--- src/rtl/if_id_buffer_if.sv ---
// Fetch/decode handshake bundle for the IF/ID instruction buffer.
// The buffer uses the slave modport; the fetch/decode side uses master.
interface if_id_buffer_if #(
  parameter int unsigned PC_WIDTH   = 32,
  parameter int unsigned INST_WIDTH = 32,
  parameter int unsigned DEPTH      = 2
);
  localparam int unsigned CW = $clog2(DEPTH) + 1;

  logic                  flush;
  logic                  in_valid;
  logic [PC_WIDTH-1:0]   in_pc;
  logic [PC_WIDTH-1:0]   in_pc_next;
  logic [INST_WIDTH-1:0] in_inst;
  logic                  in_ready;
  logic                  out_ready;
  logic                  out_valid;
  logic [PC_WIDTH-1:0]   out_pc;
  logic [PC_WIDTH-1:0]   out_pc_next;
  logic [INST_WIDTH-1:0] out_inst;
  logic [CW-1:0]         count;

  modport slave (
    input  flush, in_valid, in_pc, in_pc_next, in_inst, out_ready,
    output in_ready, out_valid, out_pc, out_pc_next, out_inst, count
  );

  modport master (
    output flush, in_valid, in_pc, in_pc_next, in_inst, out_ready,
    input  in_ready, out_valid, out_pc, out_pc_next, out_inst, count
  );
endinterface

--- src/rtl/if_id_buffer.sv ---
// IF/ID circular instruction buffer with valid/ready handshake and flush.
// Optional IF_ID_NOP_FILL_EN: present a NOP bubble (pc fields 0) while empty.
module if_id_buffer #(
  parameter int unsigned         PC_WIDTH   = 32,
  parameter int unsigned         INST_WIDTH = 32,
  parameter int unsigned         DEPTH      = 2,
  parameter logic [INST_WIDTH-1:0] NOP_INST = INST_WIDTH'(32'h0000_0013)
) (
  input logic            clk,
  input logic            reset,
  if_id_buffer_if.slave  bus
);
  localparam int unsigned AW = $clog2(DEPTH);
  localparam int unsigned CW = AW + 1;
  localparam logic [CW-1:0] FULL = CW'(DEPTH);

`ifdef IF_ID_NOP_FILL_EN
  localparam bit NOP_FILL = 1'b1;
`else
  localparam bit NOP_FILL = 1'b0;
`endif

  logic [PC_WIDTH-1:0]   pc_q      [DEPTH];
  logic [PC_WIDTH-1:0]   pc_next_q [DEPTH];
  logic [INST_WIDTH-1:0] inst_q    [DEPTH];

  logic [AW-1:0] wp_q, wp_d;
  logic [AW-1:0] rp_q, rp_d;
  logic [CW-1:0] count_q, count_d;
  logic          push, pop;

  assign bus.in_ready  = (count_q != FULL);
  assign bus.out_valid = (count_q != '0);
  assign bus.count     = count_q;

  // Flush suppresses both transfers so nothing is written or consumed on that edge.
  assign push = bus.in_valid  & bus.in_ready  & ~bus.flush;
  assign pop  = bus.out_valid & bus.out_ready & ~bus.flush;

  always_comb begin
    wp_d    = wp_q;
    rp_d    = rp_q;
    count_d = count_q;
    if (bus.flush) begin
      wp_d    = '0;
      rp_d    = '0;
      count_d = '0;
    end else begin
      if (push) wp_d = wp_q + AW'(1);
      if (pop)  rp_d = rp_q + AW'(1);
      unique case ({push, pop})
        2'b10:   count_d = count_q + CW'(1);
        2'b01:   count_d = count_q - CW'(1);
        default: count_d = count_q;
      endcase
    end
  end

  always_ff @(posedge clk or posedge reset) begin
    if (reset) begin
      wp_q    <= '0;
      rp_q    <= '0;
      count_q <= '0;
    end else begin
      wp_q    <= wp_d;
      rp_q    <= rp_d;
      count_q <= count_d;
    end
  end

  // Flush only drops validity; stored entries are left in place.
  always_ff @(posedge clk or posedge reset) begin
    if (reset) begin
      for (int unsigned i = 0; i < DEPTH; i++) begin
        pc_q[i]      <= '0;
        pc_next_q[i] <= '0;
        inst_q[i]    <= '0;
      end
    end else if (push) begin
      pc_q[wp_q]      <= bus.in_pc;
      pc_next_q[wp_q] <= bus.in_pc_next;
      inst_q[wp_q]    <= bus.in_inst;
    end
  end

  always_comb begin
    if (NOP_FILL && !bus.out_valid) begin
      bus.out_pc      = '0;
      bus.out_pc_next = '0;
      bus.out_inst    = NOP_INST;
    end else begin
      bus.out_pc      = pc_q[rp_q];
      bus.out_pc_next = pc_next_q[rp_q];
      bus.out_inst    = inst_q[rp_q];
    end
  end
endmodule
--- src/flat_wrapper.sv ---
// flat-port wrapper written by rule: the top's interface ports become plain ports
module if_id_buffer_flat 
#(
  parameter int unsigned         PC_WIDTH   = 32,
  parameter int unsigned         INST_WIDTH = 32,
  parameter int unsigned         DEPTH      = 2,
  parameter logic [INST_WIDTH-1:0] NOP_INST = INST_WIDTH'(32'h0000_0013)
)
  (clk, reset, bus_flush, bus_in_valid, bus_in_pc, bus_in_pc_next, bus_in_inst, bus_out_ready, bus_in_ready, bus_out_valid, bus_out_pc, bus_out_pc_next, bus_out_inst, bus_count);
  if_id_buffer_if #(.PC_WIDTH(PC_WIDTH), .INST_WIDTH(INST_WIDTH), .DEPTH(DEPTH)) bus_i ();
  input logic clk;
  input logic reset;
  input wire logic [$bits(bus_i.flush)-1:0] bus_flush;
  input wire logic [$bits(bus_i.in_valid)-1:0] bus_in_valid;
  input wire logic [$bits(bus_i.in_pc)-1:0] bus_in_pc;
  input wire logic [$bits(bus_i.in_pc_next)-1:0] bus_in_pc_next;
  input wire logic [$bits(bus_i.in_inst)-1:0] bus_in_inst;
  input wire logic [$bits(bus_i.out_ready)-1:0] bus_out_ready;
  output wire logic [$bits(bus_i.in_ready)-1:0] bus_in_ready;
  output wire logic [$bits(bus_i.out_valid)-1:0] bus_out_valid;
  output wire logic [$bits(bus_i.out_pc)-1:0] bus_out_pc;
  output wire logic [$bits(bus_i.out_pc_next)-1:0] bus_out_pc_next;
  output wire logic [$bits(bus_i.out_inst)-1:0] bus_out_inst;
  output wire logic [$bits(bus_i.count)-1:0] bus_count;
  assign bus_i.flush = bus_flush;
  assign bus_i.in_valid = bus_in_valid;
  assign bus_i.in_pc = bus_in_pc;
  assign bus_i.in_pc_next = bus_in_pc_next;
  assign bus_i.in_inst = bus_in_inst;
  assign bus_i.out_ready = bus_out_ready;
  assign bus_in_ready = bus_i.in_ready;
  assign bus_out_valid = bus_i.out_valid;
  assign bus_out_pc = bus_i.out_pc;
  assign bus_out_pc_next = bus_i.out_pc_next;
  assign bus_out_inst = bus_i.out_inst;
  assign bus_count = bus_i.count;
  if_id_buffer #(.PC_WIDTH(PC_WIDTH), .INST_WIDTH(INST_WIDTH), .DEPTH(DEPTH), .NOP_INST(NOP_INST)) u_core (.clk(clk), .reset(reset), .bus(bus_i));
endmodule
--- config.mk ---
export PLATFORM = sky130hd
export DESIGN_NAME = if_id_buffer_flat
export DESIGN_NICKNAME = d
export VERILOG_FILES = /design/src/rtl/if_id_buffer_if.sv /design/src/rtl/if_id_buffer.sv /design/src/flat_wrapper.sv
export SDC_FILE = /design/constraint.sdc
export NUM_CORES = 1
export LEC_CHECK = 0
export CAP_MARGIN = 30
export CORE_MARGIN = 10
export CORE_UTILIZATION = 50
export CTS_BUF_LIST = sky130_fd_sc_hd__clkbuf_16
export DETAILED_ROUTE_END_ITERATION = 8
export PLACE_DENSITY = 0.8
export REMOVE_ABC_BUFFERS = 1
export SLEW_MARGIN = 20
export SYNTH_ARGS = -nofsm -noshare
export SYNTH_HDL_FRONTEND = slang
export SYNTH_SLANG_ARGS = --single-unit
--- constraint.sdc ---
create_clock -name clk -period 12 [get_ports clk]
set_clock_uncertainty 0.2 [all_clocks]
set_input_delay 1.2 -clock clk [delete_from_list [all_inputs] [get_ports clk]]
set_output_delay 1.2 -clock clk [all_outputs]
set_load 0.05 [all_outputs]
; ---- After elaboration in Yosys (flattened, before gate mapping)
; Cells that the tools add are included.
[word_totals]
output_inout_bits = 100
reg_bits = 196
word_cells = 51
[op_classes]
n_eq_ne = 3
addsub = 4
n_reduce_logical = 5
muxes = 20
n_lt_le_gt_ge = 3
bitwise_logic = 7
[ops]
columns = operator, count
row1 = two-way mux 32 bit, 10
row2 = bitwise mux 64 bit, 3
row3 = demux 32 bit (select 1 bit), 1
row4 = nonzero test 2 bit, 3
row5 = bitwise AND 1 bit, 4
row6 = >= comparator 2 bit (second input constant), 2
row7 = two-way mux 1 bit, 4
row8 = inverter 1 -> 2 bit, 2
row9 = case mux 2 bit (2 select lines), 1
row10 = nonzero test 3 bit, 1
row11 = adder 1 bit (second input constant), 2
row12 = adder 2 x 1 -> 2 bit (second input constant), 1
row13 = == test 2 x 1 -> 1 bit (second input constant), 1
row14 = == test 2 bit (second input constant), 1
row15 = less-than comparator 2 x 1 -> 1 bit (second input constant), 1
row16 = two-way mux 2 bit, 1
row17 = != test 2 bit (second input constant), 1
row18 = subtractor 2 x 1 -> 2 bit (second input constant), 1
row19 = logical AND 1 bit, 1
row20 = inverter 1 bit, 1

; ---- Longest topological paths before layout
[logic_depth]
depth_word = 6
depth_mapped = 6
depth_no_buf = 4

; ---- Least setup slack after synthesis
; No wires, ideal clock.
[synth_path]
path_kind = reg-to-output
startpoint = register u_core.rp_q
endpoint = output port bus_out_pc_next[0]
path_stages_with_launch = 5
path_slack_ns = 9.049
arrival_time_ns = 1.551
required_ns = 10.600
path_buffers = 3
cell_sequence = dfrtp_1 > clkbuf_1 > clkbuf_1 > buf_2 > mux2_2
[synth_via]
elab_chain_cells = 4
[synth_rtl]
columns = item, line_no
row1 = start: declaration, if_id_buffer.sv:28  ; logic [AW-1:0] rp_q, rp_d;
row2 = start signal: assignment, if_id_buffer.sv:66  ; rp_q <= rp_d;
row3 = inverter 1 -> 2 bit (not written as such), if_id_buffer.sv:93  ; bus.out_pc_next = pc_next_q[rp_q];
row4 = two-way mux 32 bit (not written as such) (3 in series), if_id_buffer.sv:93
row5 = end: declaration, flat_wrapper.sv:22  ; output wire logic [$bits(bus_i.out_pc_next)-1:0] bus_out_pc_next;
; No other way between the ends. The select of a mux whose other input is x is not followed.

; ---- Worst setup path in the final report
[layout_path]
startpoint = register u_core.rp_q
endpoint = output port bus_out_pc_next[4]
; The elaborated chain is that of the path after synthesis.

==> reports/metrics.csv <==
metric,value,unit
start_util,51.00,%
cp.arrival,3170,ps
grt_max_degree,116,
synth_top_cell_by_area,dfrtp_1,
hold_slack,283.5,ps
dr.max_layer_used,met4,
seq_area,4908,um2
rsz0062_at_grt,false,
route.detailed.drc,0,
drive_gt1_share,38.44,%
syn_inst,537,
routed_wl,19.49,mm
syn_area,8458,um2
slew-limit-headroom,47.22,%
dr.pass1.iters,4,
grt_pass1_wl,30.64,mm
diodes,0,
cts_hold_buf,0,
synthTopCellsByCount,"mux2_2 (248), dfrtp_1 (196), mux2_1 (40), buf_2 (14), buf_4 (9)",
endpoint_kind,output port,
max_freq,218.8,MHz
yosys_warnings,0,
drv_cap,0,
worstHoldPathType,reg -> reg,
die_area,22520,um2
power.leakage,4.638,nW
ant_nets,0,
vias_per_cell,5.256,
power_density,201.5,nW/um2
clkTransAtPathRegs,70,ps
setup_viol,0,
multi_input_area,3383,um2
post-cts-setup-buffer-count,0,
worstMarginPinSlew,791.6,ps
wl_per_cell,20.21,um
cts_resized,0,
drt_iter0_drc,148,
cp.required,10600,ps
final_core_util,67.49,%
synthTopCellsByArea,"dfrtp_1 (58%), mux2_2 (33%), mux2_1 (5.3%), buf_2 (0.83%), buf_4 (0.80%)",
globalRouteOverflowTotal,0,
critPathKind,reg -> out,
fin_nets,832,
wl_met2,9.836,mm
startpoint_type,flop,
wl_met1,8.193,mm
root_buffer,clkbuf_16,
clk_latency,420,ps
maxSlewViolCount,0,
num_vias,5067,
io_buffers,200,
synth_cell_type_count,23,
synthArstFlopShare,100.0,%
yosysTopAreaCellShare,57.99,%
setup_tns,0,ps
outcome,completed,
antenna_found_initial,0,
h-tree-depth,4,
syn-mean-instance-area,15.75,um2
die_h,150.1,um
synth_top_flop_cell,dfrtp_1,
numCtsBuffers,17,
io-pin-count,201,
cts_tree,built,
wl_met3,1.314,mm
finalCritPeriodShare,38.09,%
hold_viol_final,0,
rows,47,
core-area,16580,um2
clock-sinks,196,
synth-edff-count,0,
die_w,150.1,um
dp_hpwl,13.69,mm
clockBufferDepth,2,
yosysMostFrequentCell,mux2_2,
gp_congestion,0.7687,
fillers,1214,
ir_worst_vdd,0.1153,mV
grt_pass1_vias,5686,
layout_min_cycle_time,4571,ps
ys_ff_latch,196,
ys_seq_area_share,57.99,%
track_usage,17.22,%
area_delta_synth_final,32.32,%
path_max_fanout,55,
worst paths after layout:
check | from | endpoint | slack (ps) | cells past startpoint
max | u_core.rp_q$_DFFE_PP0P_ | bus_out_pc_next[4] | 7430 | 3
min | u_core.pc_next_q[33]$_DFFE_PP0P_ | u_core.pc_next_q[33]$_DFFE_PP0P_ | 280 | 1
max reg2reg | u_core.bus.count[1]$_DFFE_PP0P_ | u_core.inst_q[30]$_DFFE_PP0P_ | 9670 | 5
min reg2reg | u_core.pc_next_q[33]$_DFFE_PP0P_ | u_core.pc_next_q[33]$_DFFE_PP0P_ | 280 | 1
max in group asynchronous | reset | u_core.rp_q$_DFFE_PP0P_ | 9200 | 3
min in group asynchronous | reset | u_core.pc_next_q[6]$_DFFE_PP0P_ | 1140 | 2
per-layer routing:
metal  track usage, %  up-vias
met5                0        -
met4            3.741        0
met3            6.220        8
met2            29.23      125
met1            20.57     2616
li1                 -     2318
layout by cell type, fill, tap and decap left out, types with 2 or more instances in the layout:
cell	Yosys	layout
a21oi_1	4	4
o21ai_0	2	2
buf_4	9	5
dfrtp_1	196	195
bufinv_16	0	2
clkinvlp_4	0	4
clkbuf_16	0	17
mux2_1	40	40
mux2_2	248	248
or2_2	2	2
inv_1	2	7
clkdlybuf4s50_1	0	200
critical path, cell delays in order, from the launching register on:
cell	delay [ps]
dfrtp_4	820
buf_4	690
mux2_2	410
clkdlybuf4s50_1	720
kinds of logic (layout without fill, tap and decap cells):
kind of cell / after synthesis / after routing / share of synthesized area (%)
muxes: 289 / 289 / 38.46
DFF: 196 / 196 / 57.99
buffers and inverters: 34 / 241 / 2.115
and+or+nand+nor: 9 / 9 / 0.7989
AOI/OAI and AO/OA: 8 / 8 / 0.5326
xor gates and xnor gates: 1 / 1 / 0.1036
layout make-up:
| type | instances | share of cell area (%) |
|---|---|---|
| Sequential cell | 196 | 43.86 |
| Multi-Input combinational cell | 307 | 30.23 |
| Timing Repair Buffer | 206 | 18.32 |
| Clock buffer | 17 | 3.801 |
| Tap cell | 220 | 2.459 |
| Clock inverter | 15 | 1.163 |
| Inverter | 3 | 0.1677 |
state kept, by name (all words and copies together), names as in the netlist:
| signal | cells |
|---|---|
| u_core.pc_q | 64 |
| u_core.inst_q | 64 |
| u_core.bus.count | 2 |
| u_core.rp_q | 1 |
| u_core.wp_q | 1 |
| u_core.pc_next_q | 64 |
power breakdown:
part	internal (mW)	total, mW	switching, mW	leakage [nW]
Combinational	0.355	0.810	0.456	2.02
Sequential	0.823	0.909	0.0861	2.34
Clock	0.301	0.535	0.234	0.280
Total	1.48	2.26	0.776	4.64
metrics by stage:
| step | area [um2] | instances | power (mW) | setup slack (ps) |
|---|---|---|---|---|
| after floorplan | 8290 | 506 | 1.480 | 4349 |
| after global placement | 10630 | 932 | 1.706 | 7851 |
| after detailed placement | 10630 | 932 | 1.737 | 7811 |
| after CTS | 11190 | 964 | 2.278 | 7365 |
| after global routing | 11190 | 964 | 2.357 | 7292 |
| final | 11190 | 964 | 2.255 | 7429 |
Note: power is estimated with default switching activity, not from simulation.
